===== src/rtl/dmem_arb_pkg.sv =====
// Shared types and constants for the data-memory arbiter.
package dmem_arb_pkg;

  typedef enum logic [0:0] {
    IDLE  = 1'b0,
    BURST = 1'b1
  } arb_state_e;

  localparam int unsigned ADDR_STEP            = 4;
  localparam int unsigned DEFAULT_STARVE_LIMIT = 4;

endpackage


===== src/rtl/dmem_starve_ctr.sv =====
// Saturating count of port-0 wins while port 1 waits; at_limit is registered.
module dmem_starve_ctr #(
  parameter int unsigned LIMIT = 4,
  parameter int unsigned CW    = 3
) (
  input  logic clk,
  input  logic rst,
  input  logic inc,
  input  logic clr,
  output logic at_limit
);

  logic [CW-1:0] cnt_q;
  logic [CW-1:0] cnt_d;

  // Clear wins over increment; hold once the limit is reached.
  always_comb begin
    cnt_d = cnt_q;
    if (clr) begin
      cnt_d = '0;
    end else if (inc && (cnt_q != CW'(LIMIT))) begin
      cnt_d = cnt_q + CW'(1);
    end
  end

  always_ff @(posedge clk or posedge rst) begin
    if (rst) begin
      cnt_q    <= '0;
      at_limit <= (LIMIT == 0);
    end else begin
      cnt_q    <= cnt_d;
      at_limit <= (cnt_d == CW'(LIMIT));
    end
  end

endmodule


===== src/rtl/dmem_arbiter.sv =====
// Shares the single-ported data memory between the MEM stage (port 0, priority)
// and a burst-capable loader/DMA engine (port 1) with a starvation guard.
module dmem_arbiter
  import dmem_arb_pkg::*;
#(
  parameter int unsigned AW           = 32,
  parameter int unsigned DW           = 32,
  parameter int unsigned LENW         = 4,
  parameter int unsigned STARVE_LIMIT = DEFAULT_STARVE_LIMIT
) (
  input  logic            clk,
  input  logic            rst,
  input  logic            p0_req,
  input  logic            p0_we,
  input  logic [AW-1:0]   p0_addr,
  input  logic [DW-1:0]   p0_wdata,
  output logic [DW-1:0]   p0_rdata,
  output logic            p0_stall,
  input  logic            p1_req,
  input  logic            p1_we,
  input  logic [AW-1:0]   p1_addr,
  input  logic [LENW-1:0] p1_len,
  input  logic [DW-1:0]   p1_wdata,
  output logic            p1_wready,
  output logic            p1_rvalid,
  output logic [DW-1:0]   p1_rdata,
  output logic            p1_done,
  output logic [AW-1:0]   mem_addr,
  output logic [DW-1:0]   mem_wdata,
  output logic            mem_we,
  input  logic [DW-1:0]   mem_rdata
);

  localparam int unsigned CW = (STARVE_LIMIT < 1) ? 1 : $clog2(STARVE_LIMIT + 1);

  arb_state_e      state_q, state_d;
  logic [AW-1:0]   addr_q, addr_d;
  logic [LENW-1:0] rem_q, rem_d;
  logic            we_q, we_d;
  logic [AW-1:0]   hold_addr_q;
  logic [DW-1:0]   hold_wdata_q;

  logic            gnt0, gnt1, last_beat, beat_we;
  logic [AW-1:0]   drv_addr;
  logic [DW-1:0]   drv_wdata;
  logic            at_limit;

  dmem_starve_ctr #(
    .LIMIT (STARVE_LIMIT),
    .CW    (CW)
  ) u_starve (
    .clk      (clk),
    .rst      (rst),
    .inc      (gnt0 && p1_req),
    .clr      (gnt1 || !p1_req),
    .at_limit (at_limit)
  );

  // Arbitration, burst sequencing and memory-port steering.
  always_comb begin
    state_d   = state_q;
    addr_d    = addr_q;
    rem_d     = rem_q;
    we_d      = we_q;
    gnt0      = 1'b0;
    gnt1      = 1'b0;
    last_beat = 1'b0;
    beat_we   = 1'b0;
    drv_addr  = hold_addr_q;
    drv_wdata = hold_wdata_q;
    if (!rst) begin
      unique case (state_q)
        IDLE: begin
          if (p0_req && !(p1_req && at_limit)) begin
            gnt0      = 1'b1;
            drv_addr  = p0_addr;
            drv_wdata = p0_wdata;
            beat_we   = p0_we;
          end else if (p1_req) begin
            gnt1      = 1'b1;
            drv_addr  = p1_addr;
            drv_wdata = p1_wdata;
            beat_we   = p1_we;
            addr_d    = p1_addr + AW'(ADDR_STEP);
            we_d      = p1_we;
            rem_d     = p1_len;
            if (p1_len == '0) begin
              last_beat = 1'b1;
            end else begin
              state_d = BURST;
            end
          end
        end
        BURST: begin
          gnt1      = 1'b1;
          drv_addr  = addr_q;
          drv_wdata = p1_wdata;
          beat_we   = we_q;
          addr_d    = addr_q + AW'(ADDR_STEP);
          rem_d     = rem_q - LENW'(1);
          if (rem_q == LENW'(1)) begin
            last_beat = 1'b1;
            state_d   = IDLE;
          end
        end
        default: state_d = IDLE;
      endcase
    end
  end

  assign mem_addr  = drv_addr;
  assign mem_wdata = drv_wdata;
  assign mem_we    = beat_we;
  assign p0_rdata  = mem_rdata;
  assign p0_stall  = p0_req && gnt1;
  assign p1_wready = gnt1 && beat_we;

  always_ff @(posedge clk or posedge rst) begin
    if (rst) begin
      state_q <= IDLE;
    end else begin
      state_q <= state_d;
    end
  end

  // Burst context, held memory-port values and registered port-1 responses.
  always_ff @(posedge clk or posedge rst) begin
    if (rst) begin
      addr_q       <= '0;
      rem_q        <= '0;
      we_q         <= 1'b0;
      hold_addr_q  <= '0;
      hold_wdata_q <= '0;
      p1_rvalid    <= 1'b0;
      p1_rdata     <= '0;
      p1_done      <= 1'b0;
    end else begin
      addr_q    <= addr_d;
      rem_q     <= rem_d;
      we_q      <= we_d;
      p1_rvalid <= gnt1 && !beat_we;
      p1_done   <= last_beat;
      if (gnt0 || gnt1) begin
        hold_addr_q  <= drv_addr;
        hold_wdata_q <= drv_wdata;
      end
      if (gnt1 && !beat_we) begin
        p1_rdata <= mem_rdata;
      end
    end
  end

endmodule

===== config.mk =====
export PLATFORM = sky130hd
export DESIGN_NAME = dmem_arbiter
export DESIGN_NICKNAME = d
export VERILOG_FILES = /design/src/rtl/dmem_arb_pkg.sv /design/src/rtl/dmem_starve_ctr.sv /design/src/rtl/dmem_arbiter.sv
export SDC_FILE = /design/constraint.sdc
export NUM_CORES = 1
export LEC_CHECK = 0
export BUFFER_PORTS_ARGS = -buffer_cell sky130_fd_sc_hd__buf_4
export CAP_MARGIN = 30
export CORE_MARGIN = 2
export CORE_UTILIZATION = 40
export CTS_BUF_LIST = sky130_fd_sc_hd__clkbuf_8
export DETAILED_ROUTE_END_ITERATION = 8
export GPL_ROUTABILITY_DRIVEN = 1
export PLACE_DENSITY = 0.67
export RECOVER_POWER = 100
export SYNTH_ARGS = -nofsm -noshare
export SYNTH_HDL_FRONTEND = slang
export SYNTH_SLANG_ARGS = --single-unit

===== constraint.sdc =====
create_clock -name clk -period 7.7 [get_ports clk]
set_clock_uncertainty 0.05 [all_clocks]
set_input_delay 1.54 -clock clk [delete_from_list [all_inputs] [get_ports clk]]
set_output_delay 1.54 -clock clk [all_outputs]
set_load 0.02 [all_outputs]

==> metrics.log <==
[metrics] number of antenna repair diodes: 0
[metrics] static leakage: between 4 and 5 nW
[metrics] switching power share of the total: about 46%
[metrics] number of top-level pins: just over 300
[metrics] sequential group share of total power: 36.5%
[metrics] actual slew at the worst max-slew pin: 2.72 ns
[metrics] total standard cell area after synthesis: 8120 sq um
[metrics] area fraction of the dominant cell type after synthesis: between 40% and 50%
[metrics] global placer's final weighted congestion: approximately 0.84
[metrics] Port Buffer Count: 302
[metrics] CTS tree: done
[metrics] Placed Cells incl. Taps: 1,383
[metrics] H-tree levels: 4
[metrics] slowest CP cell: and2_0
[metrics] Worst setup EP type: primary output
[metrics] Final Instance Count excl. Fillers: 1,415
[metrics] post-synthesis average cell area: 9.07 sq um
[metrics] dominant combinational cell family by area after synthesis: compound AO/OA/AOI/OAI gates
[metrics] Compound-Gate Fraction of Synth Area: 22.0%
[metrics] maximum capacitance violations: 4
[metrics] count of filler cells inserted in the layout: between 2,000 and 2,500
[metrics] Gate Count Post-Synth: approximately 900
[metrics] data arrival at the endpoint of the critical path: between 4 and 5 ns
[metrics] Die Outline Area: between 20,000 and 25,000 sq um
[metrics] Achievable Freq: between 0.15 and 0.2 GHz
[metrics] number of buffers inserted during clock tree synthesis: 17
[metrics] final clock period utilization by the worst path: approximately 80%
[metrics] post-synthesis async set-or-reset flop share: 100%
[metrics] initial antenna violation count: 0
[metrics] instance count along the most critical hold path: 2
[metrics] slack of the critical path: about 1.4 ns
[metrics] Finished Core Util: between 50% and 60%
[metrics] Post-synth top flop: dfrtp_1
[metrics] simple-gate share of the synthesized area: between 15 and 20%
[metrics] Core ar.: 20,100 sq um
[metrics] overall global routing resource usage: between 20% and 30%
[metrics] data required time at the worst endpoint: 6.11 ns
[metrics] total setup violations reported at the end of the flow: 0
[metrics] XOR/XNOR share of the synthesized area: less than 1%
[metrics] cell breakdown of the critical path: clkbuf_1 -> a211oi_4 -> and2_0 -> clkbuf_1 -> a22oi_1 -> nand2_1 -> clkbuf_1
[metrics] Switch Pwr: around 1.6 mW
[metrics] Worst IR Drop VDD: ~0.00012 V
[metrics] PD cells: ~340 nW/um^2
[metrics] number of slew-limit violations in the final report: between 100 and 150
[metrics] Via-to-Cell Ratio: ~5.6
[metrics] total area of multi-input combinational cells: 4060 sq um
[metrics] fraction of layout cells with a size suffix above 1: 23.0%
[metrics] most used cell along the critical path: clkbuf_1
[metrics] net count after synthesis: 1,071
[metrics] total of hold buffers inserted after clock tree synthesis: 0
[metrics] Worst Setup Path Type: primary input to primary output
[metrics] post-CTS setup repair buffer count: 0
[metrics] post-synthesis cell type with the largest combined area: dfrtp_1
[metrics] residual overflow from global routing: 0
[metrics] pin count of the biggest net entering global routing: just under 80
[metrics] Setup Slack @ Placement: between 2 and 2.5 ns
[metrics] Critical Path Fanout Max: 18
[metrics] area added between synthesis and finish: 25.3%
[metrics] mux contribution to synthesized area: under 10%
[metrics] RSZ-0062 raised after global routing: no
[metrics] post-detailed-placement half-perimeter wirelength: 19.7 mm
[metrics] sequential area share after synthesis: between 40% and 50%
[metrics] Worst Reg-to-Reg Cells: 6
[metrics] die span in x: approximately 150 microns
[metrics] kind of launch point of the worst setup path: primary input
[metrics] total negative slack: 0 ns
[metrics] count of endpoints failing hold in the final timing report: 0
[metrics] number of enable-type register cells in the synthesized netlist: 0
[metrics] sequential standard cell area: approximately 3500 sq um
[metrics] number of global-route vias before repair: around 7,400
[metrics] minimum clock period: between 6 and 7 ns
[metrics] Synth Warn #: 0
[metrics] wire length of the first global-routing pass: 40.7 mm
[metrics] most area-consuming cells after synthesis: dfrtp_1 (43%), nand2_1 (7.9%), o21ai_0 (6.3%)
[metrics] headroom to the max-slew limit: -81.3%
[metrics] DR WL/cell: 19.0 microns
[metrics] CTS sink count: 140
[metrics] DIE HEIGHT: approximately 150 microns
[metrics] clock group share of total power: between 10% and 20%
[metrics] violated checks: max-capacitance violations, max-slew violations
[metrics] internal cell power: 1.90 mW
[metrics] count of different cell masters after synthesis: between 70 and 80
[metrics] post-synthesis sequential element count: 140
[metrics] Comb pwr share: 46.3%
[metrics] Pre-antenna DRT Iters: 5
[metrics] net count reported at finish: around 1,300
[metrics] worst-case clock buffer depth: 2
[metrics] worst-skew pair later-pin latency: between 0.4 and 0.5 ns
[metrics] detailed-route wire length: around 27 mm
[metrics] Resized cells post-CTS: 0
[metrics] Starting DRT DRC Count: just over 800
[metrics] Antenna Nets Post-Route: 0
[metrics] number of cell rows: 52
[metrics] worst min-delay path category: flop to flop
[metrics] clock-pin slew reported for the worst setup and hold paths after clock tree synthesis: around 0.080 ns
[metrics] adder-cell share of the synthesized area: less than 1%
[metrics] number of vias in the routed layout: between 7,000 and 8,000
[metrics] number of DRC violations after detailed routing: 0
[metrics] Clock Root Buffer: clkbuf_8
[metrics] Worst path max stage delay: around 0.88 ns
[metrics] result of the run: complete, but fails checks
[metrics] effective utilization at floorplan: between 40% and 50%
==> path summary, 6_finish.rpt <==
path,startpoint,end,slack [ns]
setup / recovery,p1_req,mem_wdata[25],1.41
hold / removal,hold_addr_q[21]$_DFFE_PP0P_,hold_addr_q[21]$_DFFE_PP0P_,0.42
setup reg to reg,state_q$_DFFE_PP0N_,p1_rdata[11]$_DFFE_PP0P_,1.97
hold reg to reg,hold_addr_q[21]$_DFFE_PP0P_,hold_addr_q[21]$_DFFE_PP0P_,0.42
max in group asynchronous,rst,state_q$_DFFE_PP0N_,2.99
min in group asynchronous,rst,hold_addr_q[24]$_DFFE_PP0P_,1.36
==> Yosys cell counts, drive strengths merged, types with 10 or more instances <==
cell and number:
nand2 172, dfrtp 140, o21ai 105, buf 52, nor2 44, clkbuf 43, mux2 42, a22oi 39
a21oi 27, a222oi 21, mux2i 21, nand3 16, nor2b 15, inv 12, nand3b 12, nand4 11
nor3 10
==> power by group through the flow <==
stage	registers [mW]	clock network (mW)	logic (mW)
after floorplan	1.31	0	1.07
after global routing	1.33	0.651	1.77
after detailed placement	1.29	0	1.82
after global placement	1.29	0	1.79
after CTS	1.28	0.618	1.82
final	1.28	0.605	1.62
==> registers in the layout (all words and copies together) (netlist names), 3 cells and up <==
name / flops
addr_q: 32
hold_addr_q: 32
hold_wdata_q: 32
p1_rdata: 32
rem_q: 4
u_starve.cnt_q: 3
==> metrics by stage <==
stage | hold WS (ns) | total power, mW | cell area, sq um
after floorplan | 0.389 | 2.38 | 8120
after global placement | 0.400 | 3.07 | 10300
after detailed placement | 0.409 | 3.11 | 10300
after CTS | 0.429 | 3.71 | 10700
after global routing | 0.446 | 3.75 | 10200
final | 0.423 | 3.51 | 10200
==> cells by family (layout without fill, tap and decap cells) <==
kind of cell / after synthesis / after routing
AOI/OAI and AO/OA: 259 / 259
muxes: 63 / 63
DFF: 140 / 140
xor gates and xnor gates: 3 / 3
and+or+nand+nor: 319 / 319
buffers and inverters: 107 / 356
adders and majority gates: 5 / 5
==> cell type report <==
cell class                      count  share of cell area (%)
Clock buffer                       18                    2.43
Clock inverter                     14                    1.46
Inverter                           12                   0.492
Multi-Input combinational cell    649                    39.9
Sequential cell                   140                    34.5
Tap cell                          270                    3.32
Timing Repair Buffer              312                    17.9
==> per-layer routing <==
layer  share of wire [%]  routed length [microns]  up-vias  GRT usage, %
met5                   0                        0        -             0
met3                 7.3                     1970       33          5.50
li1                    -                        -     3709             -
met1                  44                    11800     3804          33.2
met2                  47                    12600      361          38.8
met4                 1.6                      418        0          7.28
==> cells in the final DEF, fill, tap and decap left out, types with 12 or more instances in the layout <==
master and instances:
clkbuf_1 141, o21ai_0 105, nand3_1 16, nand3b_1 12, buf_4 170, nor2_1 44
dfrtp_1 139, mux2_2 42, clkbuf_8 18, nand2_1 172, a22oi_1 37, a21oi_1 24
nor2b_1 15, a222oi_1 21, mux2i_1 21
==> critical path, delay by kind of cell <==
family	cells	cell delay [ns]
and+or+nand+nor	2	1.00
buffers and inverters	3	1.18
AOI/OAI and AO/OA	2	0.98
No activity file was read; power rests on OpenSTA's default activity.
